===== src/rtl/cpu_defs.sv =====
// Shared definitions for the 8-bit core: ALU opcodes, instruction opcodes,
// sequencer state encodings and instruction-register field positions.
// Ports: none (package).
package cpu_defs;

  // ALU opcodes, identical to the datapath's encoding
  localparam logic [2:0] ALU_ADD = 3'd0;
  localparam logic [2:0] ALU_SUB = 3'd1;
  localparam logic [2:0] ALU_AND = 3'd2;
  localparam logic [2:0] ALU_OR  = 3'd3;
  localparam logic [2:0] ALU_XOR = 3'd4;
  localparam logic [2:0] ALU_NOT = 3'd5;
  localparam logic [2:0] ALU_SHL = 3'd6;
  localparam logic [2:0] ALU_SHR = 3'd7;

  // Instruction opcodes (IR[15:12])
  localparam logic [3:0] OP_ADD  = 4'h0;
  localparam logic [3:0] OP_SUB  = 4'h1;
  localparam logic [3:0] OP_AND  = 4'h2;
  localparam logic [3:0] OP_OR   = 4'h3;
  localparam logic [3:0] OP_XOR  = 4'h4;
  localparam logic [3:0] OP_NOT  = 4'h5;
  localparam logic [3:0] OP_SHL  = 4'h6;
  localparam logic [3:0] OP_SHR  = 4'h7;
  localparam logic [3:0] OP_LDI  = 4'h8;
  localparam logic [3:0] OP_ADDI = 4'h9;
  localparam logic [3:0] OP_LD   = 4'hA;
  localparam logic [3:0] OP_ST   = 4'hB;
  localparam logic [3:0] OP_JMP  = 4'hC;
  localparam logic [3:0] OP_BZ   = 4'hD;
  localparam logic [3:0] OP_BC   = 4'hE;
  localparam logic [3:0] OP_HALT = 4'hF;

  typedef enum logic [2:0] {
    FETCH  = 3'd0,
    DECODE = 3'd1,
    EXEC   = 3'd2,
    MEMWB  = 3'd3,
    HALT   = 3'd4
  } state_t;

  // Instruction register field positions
  localparam int IR_OP_HI  = 15;
  localparam int IR_OP_LO  = 12;
  localparam int IR_RD_HI  = 11;
  localparam int IR_RD_LO  = 8;
  localparam int IR_RA_HI  = 7;
  localparam int IR_RA_LO  = 4;
  localparam int IR_RB_HI  = 3;
  localparam int IR_RB_LO  = 0;
  localparam int IR_IMM_HI = 7;
  localparam int IR_IMM_LO = 0;

  // Register-register instruction opcode -> ALU function
  function automatic logic [2:0] alu_of_op(input logic [3:0] op);
    case (op)
      OP_ADD:  return ALU_ADD;
      OP_SUB:  return ALU_SUB;
      OP_AND:  return ALU_AND;
      OP_OR:   return ALU_OR;
      OP_XOR:  return ALU_XOR;
      OP_NOT:  return ALU_NOT;
      OP_SHL:  return ALU_SHL;
      OP_SHR:  return ALU_SHR;
      default: return ALU_ADD;
    endcase
  endfunction

endpackage


===== src/rtl/instr_decoder.sv =====
// Purely combinational opcode decoder: maps op plus Z/C flags to the
// EXEC-state control bits, branch decision, memory use and flag update.
// Ports: op, zero, carry in; control bits, alu_opcode out.
module instr_decoder
  import cpu_defs::*;
(
  input  logic [3:0] op,
  input  logic       zero,
  input  logic       carry,
  output logic       ra_from_ra,
  output logic       ra_from_rd,
  output logic       rb_from_rb,
  output logic       write_en,
  output logic       write_alu,
  output logic       alu_imm,
  output logic       imm_out,
  output logic       is_mem,
  output logic       mem_we,
  output logic       is_ld,
  output logic       is_halt,
  output logic       is_branch_taken,
  output logic       updates_flags,
  output logic [2:0] alu_opcode
);

  always_comb begin
    ra_from_ra      = 1'b0;
    ra_from_rd      = 1'b0;
    rb_from_rb      = 1'b0;
    write_en        = 1'b0;
    write_alu       = 1'b0;
    alu_imm         = 1'b0;
    imm_out         = 1'b0;
    is_mem          = 1'b0;
    mem_we          = 1'b0;
    is_ld           = 1'b0;
    is_halt         = 1'b0;
    is_branch_taken = 1'b0;
    updates_flags   = 1'b0;
    alu_opcode      = ALU_ADD;
    case (op)
      OP_ADD, OP_SUB, OP_AND, OP_OR, OP_XOR, OP_NOT, OP_SHL, OP_SHR: begin
        ra_from_ra    = 1'b1;
        rb_from_rb    = 1'b1;
        write_en      = 1'b1;
        write_alu     = 1'b1;
        updates_flags = 1'b1;
        alu_opcode    = alu_of_op(op);
      end
      OP_LDI: begin
        // write-back falls through to imm_data when write_alu/is_load are 0
        write_en = 1'b1;
        imm_out  = 1'b1;
      end
      OP_ADDI: begin
        ra_from_rd    = 1'b1;
        alu_imm       = 1'b1;
        imm_out       = 1'b1;
        write_en      = 1'b1;
        write_alu     = 1'b1;
        updates_flags = 1'b1;
      end
      OP_LD: begin
        is_mem = 1'b1;
        is_ld  = 1'b1;
      end
      OP_ST: begin
        ra_from_rd = 1'b1;
        is_mem     = 1'b1;
        mem_we     = 1'b1;
      end
      OP_JMP:  is_branch_taken = 1'b1;
      OP_BZ:   is_branch_taken = zero;
      OP_BC:   is_branch_taken = carry;
      OP_HALT: is_halt = 1'b1;
      default: ;
    endcase
  end

endmodule


===== src/rtl/control_unit.sv =====
// Multi-cycle fetch/decode/execute sequencer driving all datapath controls.
// Ports: clk/rst; imem addr/data; dmem addr/we; ALU flags in; register
// addresses, write-back selects, ALU opcode, immediate, pc and halted out.
module control_unit
  import cpu_defs::*;
#(
  parameter int              PC_W     = 8,
  parameter logic [PC_W-1:0] RESET_PC = '0
) (
  input  logic            clk,
  input  logic            rst,
  output logic [PC_W-1:0] imem_addr,
  input  logic [15:0]     imem_data,
  output logic [7:0]      dmem_addr,
  output logic            dmem_we,
  input  logic            alu_zero,
  input  logic            alu_carry,
  output logic [3:0]      ra_addr,
  output logic [3:0]      rb_addr,
  output logic [3:0]      write_addr,
  output logic            write_en,
  output logic            write_alu,
  output logic            is_load,
  output logic            alu_imm_flag,
  output logic [2:0]      alu_opcode,
  output logic [7:0]      imm_data,
  output logic [PC_W-1:0] pc,
  output logic            halted
);

  state_t      state;
  logic [15:0] ir;
  logic        flag_z;
  logic        flag_c;

  logic [3:0] op, rd, fa, fb;
  logic [7:0] imm8;
  assign op   = ir[IR_OP_HI:IR_OP_LO];
  assign rd   = ir[IR_RD_HI:IR_RD_LO];
  assign fa   = ir[IR_RA_HI:IR_RA_LO];
  assign fb   = ir[IR_RB_HI:IR_RB_LO];
  assign imm8 = ir[IR_IMM_HI:IR_IMM_LO];

  logic       d_ra_from_ra, d_ra_from_rd, d_rb_from_rb;
  logic       d_write_en, d_write_alu, d_alu_imm, d_imm_out;
  logic       d_is_mem, d_mem_we, d_is_ld, d_is_halt;
  logic       d_taken, d_updates_flags;
  logic [2:0] d_alu_opcode;

  instr_decoder u_dec (
    .op              (op),
    .zero            (flag_z),
    .carry           (flag_c),
    .ra_from_ra      (d_ra_from_ra),
    .ra_from_rd      (d_ra_from_rd),
    .rb_from_rb      (d_rb_from_rb),
    .write_en        (d_write_en),
    .write_alu       (d_write_alu),
    .alu_imm         (d_alu_imm),
    .imm_out         (d_imm_out),
    .is_mem          (d_is_mem),
    .mem_we          (d_mem_we),
    .is_ld           (d_is_ld),
    .is_halt         (d_is_halt),
    .is_branch_taken (d_taken),
    .updates_flags   (d_updates_flags),
    .alu_opcode      (d_alu_opcode)
  );

  assign imem_addr = pc;
  assign halted    = (state == HALT);

  // Controls are a pure function of state and IR; anything not driven in a
  // state stays 0, so FETCH/DECODE/HALT present an idle datapath.
  always_comb begin
    dmem_addr    = '0;
    dmem_we      = 1'b0;
    ra_addr      = '0;
    rb_addr      = '0;
    write_addr   = '0;
    write_en     = 1'b0;
    write_alu    = 1'b0;
    is_load      = 1'b0;
    alu_imm_flag = 1'b0;
    alu_opcode   = '0;
    imm_data     = '0;
    case (state)
      EXEC: begin
        if (d_ra_from_ra)      ra_addr = fa;
        else if (d_ra_from_rd) ra_addr = rd;
        if (d_rb_from_rb)      rb_addr = fb;
        if (d_write_en)        write_addr = rd;
        if (d_imm_out)         imm_data = imm8;
        if (d_is_mem)          dmem_addr = imm8;
        write_en     = d_write_en;
        write_alu    = d_write_alu;
        alu_imm_flag = d_alu_imm;
        alu_opcode   = d_alu_opcode;
        dmem_we      = d_mem_we;
      end
      MEMWB: begin
        // synchronous RAM: address was presented in EXEC, data valid now
        write_en   = 1'b1;
        is_load    = 1'b1;
        write_addr = rd;
        dmem_addr  = imm8;
      end
      default: ;
    endcase
  end

  always_ff @(posedge clk or posedge rst) begin
    if (rst) begin
      state  <= FETCH;
      pc     <= RESET_PC;
      ir     <= '0;
      flag_z <= 1'b0;
      flag_c <= 1'b0;
    end else begin
      case (state)
        FETCH: state <= DECODE;
        DECODE: begin
          ir    <= imem_data;
          pc    <= pc + PC_W'(1);
          state <= EXEC;
        end
        EXEC: begin
          // pc already holds the incremented value; a taken branch replaces it
          if (d_taken) pc <= PC_W'(imm8);
          if (d_updates_flags) begin
            flag_z <= alu_zero;
            flag_c <= alu_carry;
          end
          if (d_is_ld)        state <= MEMWB;
          else if (d_is_halt) state <= HALT;
          else                state <= FETCH;
        end
        MEMWB:   state <= FETCH;
        HALT:    state <= HALT;
        default: state <= FETCH;
      endcase
    end
  end

endmodule


===== config.mk =====
export PLATFORM = sky130hd
export DESIGN_NAME = control_unit
export DESIGN_NICKNAME = d
export VERILOG_FILES = /design/src/rtl/cpu_defs.sv /design/src/rtl/instr_decoder.sv /design/src/rtl/control_unit.sv
export SDC_FILE = /design/constraint.sdc
export NUM_CORES = 1
export LEC_CHECK = 0
export ABC_AREA = 1
export CORE_AREA = 3 3 83 85
export DETAILED_ROUTE_END_ITERATION = 12
export DIE_AREA = 0 0 86 88
export PLACE_DENSITY = 0.64
export SYNTH_ARGS = -nofsm -noshare
export SYNTH_HDL_FRONTEND = slang
export SYNTH_HIERARCHICAL = 1
export SYNTH_SLANG_ARGS = --single-unit

===== constraint.sdc =====
create_clock -name clk -period 1.8 [get_ports clk]
set_clock_uncertainty 0.2 [all_clocks]
set_input_delay 0.27 -clock clk [delete_from_list [all_inputs] [get_ports clk]]
set_output_delay 0.27 -clock clk [all_outputs]
set_load 0.02 [all_outputs]

Word-level counts from Yosys, hierarchy flattened
Memory sizes are Yosys's and may differ from the RTL's.
Cells that the tools add are included.
{"block": "totals", "ff_bits": 29, "mem_bits_ro": 24, "out_inout_bits": 53, "memories": 1}
{"block": "op_classes", "addsub": 1, "n_eq_ne": 20, "n_mux": 35, "n_reduce_logical": 11}
{"name": "(no name shown)", "words": 8, "word_bits": 3, "read_ports": 1, "rd_clocked_by_memory_dff": 0, "wr": 0, "line_no": "cpu_defs.sv:56", "source": "case (op)"}
{"op": "equality test 4 bit (second input constant)", "n": 8}
{"op": "2-to-1 mux 8 bit", "n": 4}
{"op": "one-hot mux 8 bit (2 select lines)", "n": 2}
{"op": "2-to-1 mux 4 bit", "n": 6}
{"op": "equality test 4 x 3 -> 1 bit (second input constant)", "n": 4}
{"op": "2-to-1 mux 3 bit", "n": 5}
{"op": "2-to-1 mux 1 bit", "n": 14}
{"op": "one-hot mux 3 bit (4 select lines)", "n": 1}
{"op": "OR reduction 10 bit", "n": 1}
{"op": "OR reduction 9 bit", "n": 1}
{"op": "adder 8 x 1 -> 8 bit (second input constant)", "n": 1}
{"op": "equality test 4 x 2 -> 1 bit (second input constant)", "n": 2}
{"op": "one-hot mux 4 bit (2 select lines)", "n": 1}
{"op": "OR reduction 8 bit", "n": 1}
{"op": "equality test 3 x 2 -> 1 bit (second input constant)", "n": 2}
{"op": "OR reduction 2 bit", "n": 3}
{"op": "equality test 4 x 1 -> 1 bit (second input constant)", "n": 1}
{"op": "zero test 4 bit", "n": 1}
{"op": "AND reduction 2 bit", "n": 2}
{"op": "equality test 3 x 1 -> 1 bit (second input constant)", "n": 1}
{"op": "equality test 3 bit (second input constant)", "n": 1}
{"op": "zero test 3 bit", "n": 1}
{"op": "one-hot mux 1 bit (3 select lines)", "n": 1}
{"op": "inequality test 2 bit (second input constant)", "n": 1}
{"op": "other kinds (2)", "n": 2}

Depth between registers and ports, before layout
Gate-level depths: netlist (run 1).
{"block": "logic_depth", "word_depth": 6, "ltp_mapped": 10, "mapped_depth_nobuf": 9}

By module
The synthesis (run 1) kept the hierarchy.
{"mod": "control_unit", "n_inst": 1, "cells_per_inst": 236, "area_per_inst_um2": 1717.9}
{"mod": "instr_decoder", "n_inst": 1, "cells_per_inst": 31, "area_per_inst_um2": 147.6}

Least setup slack after synthesis (run 1)
OpenSTA, ideal clock, no wires.
{"block": "synth_path", "path_type": "register to output", "start": "reg ir[15]", "end": "out ra_addr[0]", "arrival_ps": 1424, "t_required_ps": 1330, "path_slack_ps": -94, "path_stages_with_launch": 6, "cell_sequence": "dfrtp_1 > buf_6 > inv_1 > buf_1 > a21oi_1 > a211oi_1"}
{"block": "synth_between", "word_cells_on_any_way": 17, "classes_between": "9 x eq/ne; 5 x mux; 3 x reduce/logical"}
{"item": "from (decl)", "line_no": "control_unit.sv:32", "source": "logic [15:0] ir;"}
{"item": "from (signal assigned)", "line_no": "control_unit.sv:123", "source": "ir <= imem_data;"}
{"item": "equality test 4 x 1 -> 1 bit, or another cell as far along", "line_no": "instr_decoder.sv:41", "source": "case (op)"}
{"item": "OR reduction 8 bit (*)", "line_no": "instr_decoder.sv:41"}
{"item": "2-to-1 mux 1 bit (*)", "line_no": "instr_decoder.sv:41"}
{"item": "net d_ra_from_ra", "line_no": "control_unit.sv:44", "source": "logic d_ra_from_ra, d_ra_from_rd, d_rb_from_rb;"}
{"item": "2-to-1 mux 4 bit (*)", "line_no": "control_unit.sv:89", "source": "if (d_ra_from_ra) ra_addr = fa;"}
{"item": "2-to-1 mux 4 bit (*)", "line_no": "control_unit.sv:87", "source": "case (state)"}
{"item": "to (decl)", "line_no": "control_unit.sv:18", "source": "output logic [3:0] ra_addr,"}
Mark *: on every way through the listed nets, which the timed path passes. The rest lies on a longest branch.

Worst setup path in the final report (run 1)
{"block": "layout_path", "start": "reg state[2]", "end": "out dmem_addr[5]"}
{"block": "layout_between", "elab_chain_cells": 2, "word_cells_on_any_way": 3, "classes_between": "2 x eq/ne; 1 x mux"}
{"item": "from (decl)", "line_no": "control_unit.sv:31", "source": "state_t state;"}
{"item": "from (signal assigned)", "line_no": "control_unit.sv:114", "source": "state <= FETCH;"}
{"item": "from (signal assigned)", "line_no": "control_unit.sv:121", "source": "FETCH: state <= DECODE;"}
{"item": "from (signal assigned)", "line_no": "control_unit.sv:125", "source": "state <= EXEC;"}
{"item": "equality test 3 x 2 -> 1 bit", "line_no": "control_unit.sv:87"}
{"item": "one-hot mux 8 bit (2 select lines) (*)", "line_no": "control_unit.sv:87"}
{"item": "to (decl)", "line_no": "control_unit.sv:14", "source": "output logic [7:0] dmem_addr,"}
Every way passes the cells marked *; elsewhere a longest branch is shown, timed or not.

==> results of run 1 <==
-- cell families (layout without fill, tap and decap cells) --
logic type | after synthesis | count (layout) | synth area share
DFF | 29 | 29 | 0.3890
adders and majority gates | 1 | 1 | 0.006706
buffers and inverters | 60 | 173 | 0.1616
xor gates and xnor gates | 1 | 1 | 0.004696
and+or+nand+nor | 142 | 142 | 0.3307
AOI/OAI and AO/OA | 34 | 34 | 0.1073
-- layer usage --
layer  share of wire  GRT usage
met1            0.41     0.1973
met2            0.51     0.2691
met3           0.064    0.04327
met4          0.0094    0.04029
met5               0          0
-- layout by cell type (no fill, tap or decap), drive strengths merged, types with 7 or more instances in the layout --
| cell type | netlist | routed |
|---|---|---|
| nor3 | 9 | 9 |
| a21oi | 7 | 7 |
| inv | 41 | 39 |
| nor2 | 47 | 47 |
| clkdlybuf4s50 | 0 | 19 |
| dlygate4sd2 | 0 | 16 |
| nand3 | 14 | 14 |
| dfrtp | 29 | 29 |
| buf | 18 | 88 |
| nand2 | 72 | 72 |
| o21ai | 16 | 16 |
-- per-stage QoR --
step	utilization	area (µm²)	cells	TNS, ns
floorplan	-	1866	267	-0.3778
global placement	0.4491	2819	432	-11.50
detailed placement	0.4491	2819	432	-12.01
CTS	0.5071	3183	449	-3.549
global route	0.5627	3532	457	-6.091
finish	0.5627	3532	457	-3.780
-- Yosys cell counts (2+ instances only) --
library cell	number	area share
dfrtp_1	29	0.39
nor3_1	8	0.021
nor2_1	44	0.089
nand2_2	5	0.017
nand3_1	12	0.032
inv_2	6	0.012
inv_1	35	0.070
nand2_1	66	0.13
o21ai_0	8	0.021
nor2_2	2	0.0067
a21oi_1	7	0.019
o21ai_1	8	0.021
buf_4	12	0.048
a211oi_1	4	0.016
buf_6	4	0.024
o21bai_1	2	0.0080
a31oi_1	2	0.0067
-- power groups by stage --
stage | sequential (mW) | combinational (mW) | clock, mW
floorplan | 1.31 | 1.96 | 0
global placement | 1.26 | 3.30 | 0
detailed placement | 1.28 | 3.33 | 0
CTS | 1.29 | 3.84 | 0.535
global route | 1.40 | 4.84 | 0.574
finish | 1.36 | 4.49 | 0.530
-- state kept, by name, indices dropped and copies added (netlist names) --
| name | count |
|---|---|
| flag_c | 1 |
| flag_z | 1 |
| imem_addr | 8 |
| ir | 16 |
| state | 3 |
-- path summary, 6_finish.rpt --
kind	start	endpoint	cells past startpoint
min	rst	imem_addr[4]	3
max in group asynchronous	rst	ir[13]	3
max	state[2]	dmem_addr[5]	6
min reg2reg	flag_c	flag_c	2
max reg2reg	ir[13]	imem_addr[4]	10
min in group clk	flag_c	flag_c	2
-- layout make-up --
type / instances / area share
multi-input cells: 178 / 0.3489
repair buffers: 123 / 0.3404
flip-flops and latches: 29 / 0.2065
inverters: 42 / 0.05349
well taps: 77 / 0.02728
clock buffers: 6 / 0.02055
clock inverters: 2 / 0.002834
-- worst register-to-register path, cell delays in order (launching register included) --
cell	delay (ns)
dfrtp_2	0.45
buf_6	0.15
nand2_4	0.06
buf_4	0.10
nand2_1	0.06
nor2_2	0.11
nand3_2	0.11
nand2_4	0.11
buf_6	0.11
nor2_1	0.04
a31oi_1	0.14
-- repair_timing --
| action | 4_1_cts | 5_1_grt |
|---|---|---|
| cloned | 0 | 0 |
| endpoints found under the setup margin | 53 | 54 |
| setup buffers | 9 | 10 |
| hold buffers | 0 | 0 |
| pin swaps | 20 | 21 |
| resized for setup | 295 | 74 |
==> results.py, run 1 <==
metrics = {
    "yosys": {
        "async_flop_share": 1.000,
        "syn_avg_cell_area_um2": 6.987,
        "yosysWarnings": 6,
        "synth-seq-cells": 29,
        "ys_seq_area_frac": 0.3890,
        "ys.flop_type": "dfrtp_1",
        "netlist_area_um2": 1866,
        "ys_types": 30,
        "syn_nets": 288,
        "synth_edf_count": 0,
        "netlist_instances": 267,
    },
    "setup_path": {
        "crit_path_frequent_cell": "buf_12",
        "required_ns": 1.33,
        "path_class": "reg -> out",
        "cp_max_fo": 4,
        "startpoint_type": "register",
        "path_buf_inv": 4,
        "critPathTopFamily": "buffers and inverters",
        "regToRegSetupSlack_ns": 0.09,
        "crit_chain": "nor2_4, buf_12, clkinvlp_4, buf_12, nor3_4, buf_6",
        "slowest_stage": "dfrtp_1",
        "cp_data_arrival_time_ns": 1.55,
        "critPathCaptureType": "primary output",
        "slowest_delay_ns": 0.40,
    },
    "drt": {
        "postRouteAntennaNets": 0,
        "initialDrtViolationCount": 70,
        "routedWlPerCell_um": 13.55,
        "drt_wl_total_um": 6193,
        "avgViaCountPerCell": 4.589,
        "drc_errors": 0,
        "drtPass1Iterations": 5,
        "dr_total_vias": 2097,
    },
    "sta": {
        "fin_crit_ns": 2.019,
        "post-route-period-util": 1.122,
        "rsz0062_at_grt": "true",
        "worstMarginPinSlew_ns": 0.3859,
        "max_slew_margin": 0.7427,
        "fmax_mhz": 495.2,
        "final.setup.worst_slack_ns": -0.2194,
        "final-setup-viol-count": 35,
        "final_hold_viol_count": 0,
        "holdWs_ns": 0.1585,
        "maxSlewViolCount": 0,
    },
    "power_and_ir_drop": {
        "p_clk_frac": 0.083,
        "power_switching_mw": 3.179,
        "p_seq_frac": 0.212,
        "internal_power_mw": 3.201,
        "total_power_mw": 6.380,
        "swShare": 0.4983,
        "power_frac_comb": 0.704,
        "power_density_nw_per_um2": 1806,
        "peakVddDrop_v": 0.0009790,
        "power.leakage_nw": 1.628,
    },
    "place": {
        "dp_hpwl_um": 4131,
        "pre_cts_slack_ns": -0.4093,
        "routabilityCongestion": 0.7995,
        "io_buffers": 72,
    },
    "global_route": {
        "grt_pass1_vias": 1947,
        "antenna_found_initial": 0,
        "grt_overflow": 0,
        "grt_use_total": 0.1577,
        "grt_max_degree": 30,
        "grt_pass1_wl_um": 9446,
    },
    "clock_tree": {
        "insertion_delay_ns": 0.29,
        "cts.sinks": 29,
        "cts_root_buf": "clkbuf_8",
        "numCtsBuffers": 5,
        "clkTransAtPathRegs_ns": 0.07,
        "h-tree-depth": 2,
        "cts.path.max_buffers": 2,
        "cts_tree": "built",
    },
    "cells_and_area": {
        "drive_above_1_share": 0.4684,
        "multi_input_area_um2": 1232,
        "n_fill_cell": 562,
        "regArea_um2": 729.5,
        "diodes": 0,
        "areaGrowthSynthToFinish_pct": 89.34,
        "layout.nets": 400,
    },
    "die": {
        "dieHeight_um": 88,
        "core-area_um2": 6277,
        "initial_core_util": 0.2972,
        "die_w_um": 86,
        "core.rowCount": 29,
        "die_area_um2": 7568,
        "boundaryPins": 73,
    },
    "outcome": {
        "violations": "negative setup slack",
        "status": "finished with violations",
    },
    "hold_path": {
        "hp-class": "in -> async",
    },
    "run": {
        "maxCapViolCount": 0,
    },
}
No activity file was read; power rests on OpenSTA's default activity.
==> run 2: changes to the inputs <==
==> constraint.sdc (replaced) <==
create_clock -name clk -period 1.8 [get_ports clk]
set_clock_uncertainty 0.2 [all_clocks]
set_input_delay 0.36 -clock clk [delete_from_list [all_inputs] [get_ports clk]]
set_output_delay 0.36 -clock clk [all_outputs]
set_load 0.02 [all_outputs]
==> results.py, run 2 (synthesis results as in run 1) <==
metrics = {
    "clock_tree": {
        "numCtsBuffers": 5,
        "cts.path.max_buffers": 2,
        "insertion_delay_ns": 0.28,
        "cts_root_buf": "clkbuf_8",
        "postCtsHoldBufs": 0,
        "h-tree-depth": 2,
        "clkTransAtPathRegs_ns": 0.06,
        "cts_tree": "built",
        "cts.sinks": 29,
    },
    "setup_path": {
        "regToRegSetupSlack_ns": 0.09,
        "startpoint_type": "register",
        "path_class": "reg -> out",
        "cp_max_fo": 6,
        "reg2regPathDepth": 10,
        "crit_path_frequent_cell": "buf_6",
        "crit_chain": "nor2_4, buf_6, clkinvlp_4, buf_12, nor3_4, buf_6",
        "cp_data_arrival_time_ns": 1.54,
        "regToRegEndpoint": "imem_addr[1]",
        "critPathCaptureType": "primary output",
        "slowest_delay_ns": 0.40,
        "r2r_start": "ir[13]",
        "slowest_stage": "dfrtp_1",
        "required_ns": 1.24,
    },
    "sta": {
        "rsz0062_at_grt": "true",
        "max_slew_margin": 0.7958,
        "final.setup.worst_slack_ns": -0.3014,
        "fin_crit_ns": 2.101,
        "maxSlewViolCount": 0,
        "final_hold_viol_count": 0,
        "post-route-period-util": 1.167,
        "fmax_mhz": 475.9,
        "final-setup-viol-count": 36,
        "holdWs_ns": 0.2262,
        "worstMarginPinSlew_ns": 0.3060,
    },
    "die": {
        "core.rowCount": 29,
        "die_w_um": 86,
        "dieHeight_um": 88,
        "initial_core_util": 0.2972,
        "core-area_um2": 6277,
        "die_area_um2": 7568,
        "boundaryPins": 73,
    },
    "cells_and_area": {
        "final_cell_mix": "buf_4, nand2_1, inv_1",
        "fin_cells": 458,
        "regArea_um2": 729.5,
        "largest_register_ff_count": 16,
        "regMostFlops": "ir",
        "drive_above_1_share": 0.4278,
        "n_fill_cell": 594,
        "layout_commonest_cell": "buf_4",
        "areaGrowthSynthToFinish_pct": 78.07,
        "diodes": 0,
        "layout.nets": 402,
        "multi_input_area_um2": 1087,
    },
    "global_route": {
        "grt_overflow": 0,
        "grt_use_total": 0.1563,
        "grt_pass1_vias": 1987,
        "grt_max_degree": 30,
        "antenna_found_initial": 0,
        "grt_pass1_wl_um": 9342,
    },
    "drt": {
        "dr_total_vias": 2055,
        "routedWlPerCell_um": 12.72,
        "drt_wl_total_um": 5827,
        "drtPass1Iterations": 4,
        "postRouteAntennaNets": 0,
        "initialDrtViolationCount": 107,
        "drc_errors": 0,
        "avgViaCountPerCell": 4.487,
    },
    "power_and_ir_drop": {
        "total_power_mw": 6.041,
        "power.leakage_nw": 1.619,
        "power_density_nw_per_um2": 1819,
        "peakVddDrop_v": 0.0009122,
    },
    "outcome": {
        "violations": "negative setup slack",
        "status": "finished with violations",
    },
    "place": {
        "routabilityCongestion": 0.8122,
        "dpl.cell_count": 437,
        "pre_cts_slack_ns": -0.5090,
        "dp_hpwl_um": 4056,
        "io_buffers": 72,
    },
    "run": {
        "maxCapViolCount": 0,
    },
    "hold_path": {
        "hp-class": "in -> async",
    },
}
## run 2: report_power, final
group,internal [mW],switching (mW)
clock network,0.303,0.249
logic,1.86,2.36
registers,0.973,0.294
## run 2: final cells by class
cell class | count | area share
Clock buffer | 7 | 0.02599
Sequential cell | 29 | 0.2196
Tap cell | 77 | 0.02900
Multi-Input combinational cell | 178 | 0.3273
Timing Repair Buffer | 125 | 0.3461
Inverter | 42 | 0.05198
## run 2: layer usage
layer / wire length [µm] / GRT usage / up-vias
met5: 0 / 0 / -
met1: 2483 / 0.1968 / 948
met3: 407 / 0.04610 / 6
met2: 2873 / 0.2593 / 58
li1: - / - / 1043
met4: 63 / 0.04748 / 0
## run 2: what timing repair did
item / in CTS / in global routing
cloned: 0 / 0
pin swaps: 12 / 15
setup endpoints to repair: 53 / 58
resized for setup: 246 / 57
buffers inserted: 13 / 5
## run 2: how the worst max path moves through the flow
stage	startpoint	to	slack [ns]	depth (start not counted)
global placement	ir[14]	ra_addr[2]	-0.47	7
detailed placement	state[2]	imm_data[1]	-0.51	6
finish	state[2]	dmem_addr[6]	-0.30	6
global route	state[2]	dmem_addr[6]	-0.36	6
CTS	state[2]	is_load	-0.24	4
floorplan	state[2]	imm_data[5]	-0.05	4
## run 2: stage by stage
step	cell area [µm²]	utilization	setup TNS [ns]
finish	3322	0.5292	-7.408
global route	3322	0.5292	-10.61
CTS	3083	0.4911	-6.363
detailed placement	2877	0.4582	-15.17
global placement	2877	0.4582	-14.61
floorplan	1887	-	-0.09834
## run 2: critical path, delay by kind of cell (launching register included)
family	cells	cell delay, ns
buffers and inverters	4	0.54
flip-flops	1	0.40
AND/OR/NAND/NOR	2	0.31
